--- config.mk ---
export PLATFORM = sky130hd
export DESIGN_NAME = axi_lite_regfile_slave_flat
export DESIGN_NICKNAME = d
export VERILOG_FILES = /design/src/rtl/axi_lite_regfile_slave_if.sv /design/src/rtl/axi_lite_regfile_slave.sv /design/src/flat_wrapper.sv
export SDC_FILE = /design/constraint.sdc
export NUM_CORES = 2
export LEC_CHECK = 0
export CAP_MARGIN = 20
export CORE_MARGIN = 2
export CORE_UTILIZATION = 45
export DETAILED_ROUTE_END_ITERATION = 10
export PLACE_DENSITY = 0.62
export SLEW_MARGIN = 10
export SYNTH_ARGS = -nofsm -noshare
export SYNTH_HDL_FRONTEND = slang
export SYNTH_SLANG_ARGS = --single-unit
--- constraint.sdc ---
create_clock -name aclk -period 42.1 [get_ports aclk]
set_clock_uncertainty 0.15 [all_clocks]
set_input_delay 6.315 -clock aclk [delete_from_list [all_inputs] [get_ports aclk]]
set_output_delay 6.315 -clock aclk [all_outputs]
set_load 0.005 [all_outputs]
--- src/rtl/axi_lite_regfile_slave_if.sv ---
// rtl/axi_lite_regfile_slave_if.sv - AXI-Lite bus bundle between a register-file master and slave
interface axi_lite_regfile_slave_if #(
    parameter int ADDR_WIDTH = 32,
    parameter int DATA_WIDTH = 32
);
    logic [ADDR_WIDTH-1:0]   awaddr;
    logic                    awvalid;
    logic                    awready;
    logic [DATA_WIDTH-1:0]   wdata;
    logic [DATA_WIDTH/8-1:0] wstrb;
    logic                    wvalid;
    logic                    wready;
    logic [1:0]              bresp;
    logic                    bvalid;
    logic                    bready;
    logic [ADDR_WIDTH-1:0]   araddr;
    logic                    arvalid;
    logic                    arready;
    logic [DATA_WIDTH-1:0]   rdata;
    logic [1:0]              rresp;
    logic                    rvalid;
    logic                    rready;

    modport master (
        output awaddr, awvalid, input awready,
        output wdata, wstrb, wvalid, input wready,
        input  bresp, bvalid, output bready,
        output araddr, arvalid, input arready,
        input  rdata, rresp, rvalid, output rready
    );

    modport slave (
        input  awaddr, awvalid, output awready,
        input  wdata, wstrb, wvalid, output wready,
        output bresp, bvalid, input bready,
        input  araddr, arvalid, output arready,
        output rdata, rresp, rvalid, input rready
    );
endinterface

--- src/rtl/axi_lite_regfile_slave.sv ---
// rtl/axi_lite_regfile_slave.sv - AXI-Lite register file with independent read and write paths
module axi_lite_regfile_slave #(
    parameter int ADDR_WIDTH = 32,
    parameter int DATA_WIDTH = 32,
    parameter int NUM_REGS   = 32
) (
    input  logic                 aclk,
    input  logic                 areset,
    axi_lite_regfile_slave_if.slave s
);
    localparam int BYTES = DATA_WIDTH / 8;
    localparam int OFFS  = $clog2(BYTES);
    localparam int IDXW  = $clog2(NUM_REGS);
    localparam logic [ADDR_WIDTH:0] LIMIT = (ADDR_WIDTH+1)'(NUM_REGS * BYTES);
    localparam logic [1:0] RESP_OKAY   = 2'b00;
    localparam logic [1:0] RESP_SLVERR = 2'b10;

    logic [DATA_WIDTH-1:0] regs [NUM_REGS];

    // Held low through reset so every ready is 0 until the first edge after release
    logic                  live;
    logic                  aw_full;
    logic [ADDR_WIDTH-1:0] aw_addr;
    logic                  w_full;
    logic [DATA_WIDTH-1:0] w_data;
    logic [BYTES-1:0]      w_strb;
    logic                  bvalid_q;
    logic [1:0]            bresp_q;
    logic                  rvalid_q;
    logic [DATA_WIDTH-1:0] rdata_q;
    logic [1:0]            rresp_q;

    logic                  aw_hs, w_hs, ar_hs, commit;
    logic                  aw_in_range, ar_in_range;
    logic [IDXW-1:0]       aw_idx, ar_idx;

    assign s.awready = live && !aw_full;
    assign s.wready  = live && !w_full;
    assign s.arready = live && (!rvalid_q || s.rready);
    assign s.bvalid  = bvalid_q;
    assign s.bresp   = bresp_q;
    assign s.rvalid  = rvalid_q;
    assign s.rdata   = rdata_q;
    assign s.rresp   = rresp_q;

    assign aw_hs  = s.awvalid && s.awready;
    assign w_hs   = s.wvalid && s.wready;
    assign ar_hs  = s.arvalid && s.arready;
    assign commit = aw_full && w_full && (!bvalid_q || s.bready);

    assign aw_in_range = {1'b0, aw_addr} < LIMIT;
    assign ar_in_range = {1'b0, s.araddr} < LIMIT;
    assign aw_idx      = aw_addr[OFFS +: IDXW];
    assign ar_idx      = s.araddr[OFFS +: IDXW];

    always_ff @(posedge aclk or posedge areset) begin
        if (areset) begin
            live <= 1'b0;
        end else begin
            live <= 1'b1;
        end
    end

    // Entries can only fill while empty and only drain while full, so accept and commit never collide
    always_ff @(posedge aclk or posedge areset) begin
        if (areset) begin
            aw_full  <= 1'b0;
            aw_addr  <= '0;
            w_full   <= 1'b0;
            w_data   <= '0;
            w_strb   <= '0;
            bvalid_q <= 1'b0;
            bresp_q  <= RESP_OKAY;
        end else begin
            if (aw_hs) begin
                aw_full <= 1'b1;
                aw_addr <= s.awaddr;
            end else if (commit) begin
                aw_full <= 1'b0;
            end
            if (w_hs) begin
                w_full <= 1'b1;
                w_data <= s.wdata;
                w_strb <= s.wstrb;
            end else if (commit) begin
                w_full <= 1'b0;
            end
            if (commit) begin
                bvalid_q <= 1'b1;
                bresp_q  <= aw_in_range ? RESP_OKAY : RESP_SLVERR;
            end else if (s.bready) begin
                bvalid_q <= 1'b0;
            end
        end
    end

    always_ff @(posedge aclk or posedge areset) begin
        if (areset) begin
            for (int i = 0; i < NUM_REGS; i++) begin
                regs[i] <= '0;
            end
        end else if (commit && aw_in_range) begin
            for (int b = 0; b < BYTES; b++) begin
                if (w_strb[b]) begin
                    regs[aw_idx][8*b +: 8] <= w_data[8*b +: 8];
                end
            end
        end
    end

    // A same-edge write lands after this sample, so a colliding read returns the old value
    always_ff @(posedge aclk or posedge areset) begin
        if (areset) begin
            rvalid_q <= 1'b0;
            rdata_q  <= '0;
            rresp_q  <= RESP_OKAY;
        end else if (ar_hs) begin
            rvalid_q <= 1'b1;
            rdata_q  <= ar_in_range ? regs[ar_idx] : '0;
            rresp_q  <= ar_in_range ? RESP_OKAY : RESP_SLVERR;
        end else if (s.rready) begin
            rvalid_q <= 1'b0;
        end
    end
endmodule

--- src/flat_wrapper.sv ---
// flat-port wrapper written by rule: the top's interface ports become plain ports
module axi_lite_regfile_slave_flat 
#(
    parameter int ADDR_WIDTH = 32,
    parameter int DATA_WIDTH = 32,
    parameter int NUM_REGS   = 32
)
  (aclk, areset, s_awaddr, s_awvalid, s_awready, s_wdata, s_wstrb, s_wvalid, s_wready, s_bresp, s_bvalid, s_bready, s_araddr, s_arvalid, s_arready, s_rdata, s_rresp, s_rvalid, s_rready);
  axi_lite_regfile_slave_if #(.ADDR_WIDTH(ADDR_WIDTH), .DATA_WIDTH(DATA_WIDTH)) s_i ();
  input  logic aclk;
  input  logic areset;
  input wire logic [$bits(s_i.awaddr)-1:0] s_awaddr;
  input wire logic [$bits(s_i.awvalid)-1:0] s_awvalid;
  output wire logic [$bits(s_i.awready)-1:0] s_awready;
  input wire logic [$bits(s_i.wdata)-1:0] s_wdata;
  input wire logic [$bits(s_i.wstrb)-1:0] s_wstrb;
  input wire logic [$bits(s_i.wvalid)-1:0] s_wvalid;
  output wire logic [$bits(s_i.wready)-1:0] s_wready;
  output wire logic [$bits(s_i.bresp)-1:0] s_bresp;
  output wire logic [$bits(s_i.bvalid)-1:0] s_bvalid;
  input wire logic [$bits(s_i.bready)-1:0] s_bready;
  input wire logic [$bits(s_i.araddr)-1:0] s_araddr;
  input wire logic [$bits(s_i.arvalid)-1:0] s_arvalid;
  output wire logic [$bits(s_i.arready)-1:0] s_arready;
  output wire logic [$bits(s_i.rdata)-1:0] s_rdata;
  output wire logic [$bits(s_i.rresp)-1:0] s_rresp;
  output wire logic [$bits(s_i.rvalid)-1:0] s_rvalid;
  input wire logic [$bits(s_i.rready)-1:0] s_rready;
  assign s_i.awaddr = s_awaddr;
  assign s_i.awvalid = s_awvalid;
  assign s_awready = s_i.awready;
  assign s_i.wdata = s_wdata;
  assign s_i.wstrb = s_wstrb;
  assign s_i.wvalid = s_wvalid;
  assign s_wready = s_i.wready;
  assign s_bresp = s_i.bresp;
  assign s_bvalid = s_i.bvalid;
  assign s_i.bready = s_bready;
  assign s_i.araddr = s_araddr;
  assign s_i.arvalid = s_arvalid;
  assign s_arready = s_i.arready;
  assign s_rdata = s_i.rdata;
  assign s_rresp = s_i.rresp;
  assign s_rvalid = s_i.rvalid;
  assign s_i.rready = s_rready;
  axi_lite_regfile_slave #(.ADDR_WIDTH(ADDR_WIDTH), .DATA_WIDTH(DATA_WIDTH), .NUM_REGS(NUM_REGS)) u_core (.aclk(aclk), .areset(areset), .s(s_i));
endmodule
==> flow_summary.json <==
{
  "run_status": "finished, final reports clean",
  "powerDensity_mw_per_mm2": 44.8,
  "ys_warn_count": 0,
  "cts.sinks": 1129,
  "drc": 0,
  "setup_viol": 0,
  "clk_pin_slew_ps": 60,
  "leakage_nw": 29.3,
  "clkLatencyLatePin_ps": 720,
  "htreeDepth": 3,
  "layout.nets": 3673,
  "vias": 29939,
  "grt-ovfl-total": 0,
  "synthesis.area_mm2": 0.0512,
  "swShare": 0.282,
  "ios": 148,
  "core_mm2": 0.113,
  "seq_area_frac_synth": 0.552,
  "syn_inst": 3472,
  "layout_common_cells": "dfrtp_1, mux2_1, mux2_2, nand2_1, mux4_2",
  "p_comb_frac": 0.122,
  "chipWidth_um": 341,
  "crit_required_ps": 35640,
  "ys_types": 43,
  "final.min_clock_period_ps": 14240,
  "cp_slowest_cell": "clkdlybuf4s50_1",
  "hold_viol": 0,
  "ant_nets": 0,
  "hold_path.class": "flip-flop to flip-flop",
  "cts_resized": 0,
  "clockPowerShare": 0.413,
  "grt_pass1_wl_um": 203000,
  "cts-root-buf": "clkbuf_16",
  "fin_hold_ws_ps": 331,
  "slew-limit-headroom": 0.202,
  "post-dp-hpwl_um": 81600,
  "place.gp.congestion": 0.792,
  "cts_tree": "built",
  "setup_slack_ps": 27860,
  "min_period_over_period": 0.338,
  "area_growth_pct": 14.5,
  "clock_path_buffers": 3,
  "drv_slew": 0,
  "dieArea_mm2": 0.116,
  "start_util": 0.454,
  "cp_slowest_stage_delay_ps": 510,
  "nFillCells": 9542,
  "first_pass_iters": 5,
  "grt_usage": 0.232,
  "drtIter0Drc": 2068,
  "fin_cells": 5165,
  "post-place-cells": 4922,
  "drive_above_1_share": 0.303,
  "path_cells": "clkdlybuf4s50_1 > nor2b_4 > buf_4 > nor2b_1 > clkdlybuf4s50_1",
  "hold_buffers": 0,
  "seqPwrFrac": 0.464,
  "final_common_cell": "dfrtp_1",
  "wl_per_cell_um": 25.9,
  "cts_buffers": 121,
  "synth.avg_cell_area_um2": 14.7,
  "synth_edf_count": 0,
  "cts_setup_buffers": 0,
  "via_per_inst": 5.80,
  "rows": 123,
  "grt_pass1_vias": 31290,
  "p_int_mw": 1.88,
  "critical_path_peak_fanout": 19,
  "regArea_mm2": 0.0283,
  "cap_violations": 0,
  "antenna_found_initial": 1,
  "critical_path_class": "primary input to primary output",
  "yosys_most_used_dff": "dfrtp_1",
  "end_kind": "primary output",
  "fmax_ghz": 0.0702,
  "port_buffers": 141,
  "start_kind": "primary input",
  "fin_setup_tns_ps": 0,
  "totalWireLength_um": 134000,
  "rsz0062_at_grt": "false",
  "cpMostUsedCell": "clkdlybuf4s50_1",
  "ys_seq_elements": 1129,
  "ir_drop_mv": 0.0402,
  "grt_max_degree": 151,
  "crit_arrival_ps": 7780,
  "multi_input_area_mm2": 0.0220,
  "post-place-ws_ps": 27860,
  "die-height_um": 341,
  "tightest_slew_ps": 1200,
  "ys_async_sr_fraction": 1.00,
  "switchingPower_mw": 0.741
}
area by class of cell:
| class | count | area share |
|---|---|---|
| inverter | 5 | 0.000448 |
| multi-input combinational | 2094 | 0.376 |
| clock inverter | 33 | 0.00647 |
| antenna | 1 | 0.0000427 |
| tap | 1500 | 0.0320 |
| sequential | 1129 | 0.482 |
| timing repair buffer | 215 | 0.0403 |
| clock buffer | 188 | 0.0632 |
worst max-delay path: cells and delay by family:
family                 cells  cell delay, ps
buffers and inverters      3            1250
and+or+nand+nor            2             200
synth_stat cells, types with 16 or more instances:
| cell | count | area share |
|---|---|---|
| dfrtp_1 | 1129 | 0.55 |
| mux2_1 | 641 | 0.14 |
| mux2_2 | 512 | 0.11 |
| nand2_1 | 207 | 0.015 |
| mux4_2 | 194 | 0.085 |
| clkbuf_1 | 180 | 0.013 |
| a22oi_1 | 64 | 0.0094 |
| o21ai_0 | 51 | 0.0050 |
| a21oi_1 | 48 | 0.0047 |
| nand2_4 | 48 | 0.011 |
| mux2i_1 | 46 | 0.0090 |
| nand3_1 | 34 | 0.0033 |
| nand2_2 | 32 | 0.0039 |
| nor2_1 | 30 | 0.0022 |
| buf_1 | 29 | 0.0021 |
| o21ai_1 | 28 | 0.0027 |
| nand4_1 | 23 | 0.0028 |
| buf_2 | 22 | 0.0022 |
| a221oi_1 | 16 | 0.0027 |
cell families after synthesis:
logic type,Yosys count,synth area share
mux,1393,0.348
flops,1129,0.552
simple gates,444,0.0473
compound gates,254,0.0322
buf+inv,250,0.0205
other cells,2,0.000147
worst paths after layout:
path	from	to	slack, ps	cells past startpoint
max in group asynchronous	areset	u_core.regs[74]	32490	5
hold reg to reg	u_core.regs[507]	u_core.regs[507]	330	1
setup / recovery	s_rready	s_arready	27860	5
hold / removal	u_core.regs[507]	u_core.regs[507]	330	1
min in group asynchronous	areset	u_core.w_data[6]	6040	2
setup reg to reg	u_core.aw_addr[19]	u_core.regs[851]	38250	5
per-stage QoR:
stage / util / total power [mW] / instance area (um^2)
floorplan: - / 1.36 / 51200
global placement: 0.479 / 1.49 / 53900
detailed placement: 0.480 / 1.51 / 54100
CTS: 0.516 / 2.60 / 58200
global route: 0.520 / 2.72 / 58600
finish: 0.520 / 2.62 / 58600
per-layer routing:
| layer | up-vias | track usage | wire length (um) |
|---|---|---|---|
| li1 | 13017 | - | - |
| met1 | 16069 | 0.331 | 60800 |
| met2 | 665 | 0.364 | 62600 |
| met3 | 188 | 0.0392 | 6910 |
| met4 | 0 | 0.0684 | 3470 |
| met5 | - | 0.000817 | 0 |
power by group through the flow:
stage                     sequential, mW  clock, mW  combinational (mW)
after detailed placement            1.29          0               0.217
after CTS                           1.28       1.11               0.217
after global routing                1.23       1.15               0.342
after global placement              1.31          0               0.184
final                               1.22       1.08               0.322
after floorplan                     1.16          0               0.196
registers in the layout, summed over array words and instances (netlist names):
register and flops:
u_core.regs 1024, u_core.s.rdata 32, u_core.w_data 32, u_core.aw_addr 30
u_core.w_strb 4, u_core.aw_full 1, u_core.live 1, u_core.s.bresp 1
u_core.s.bvalid 1, u_core.s.rresp 1, u_core.s.rvalid 1, u_core.w_full 1
Power figures use the tool's default switching activity.
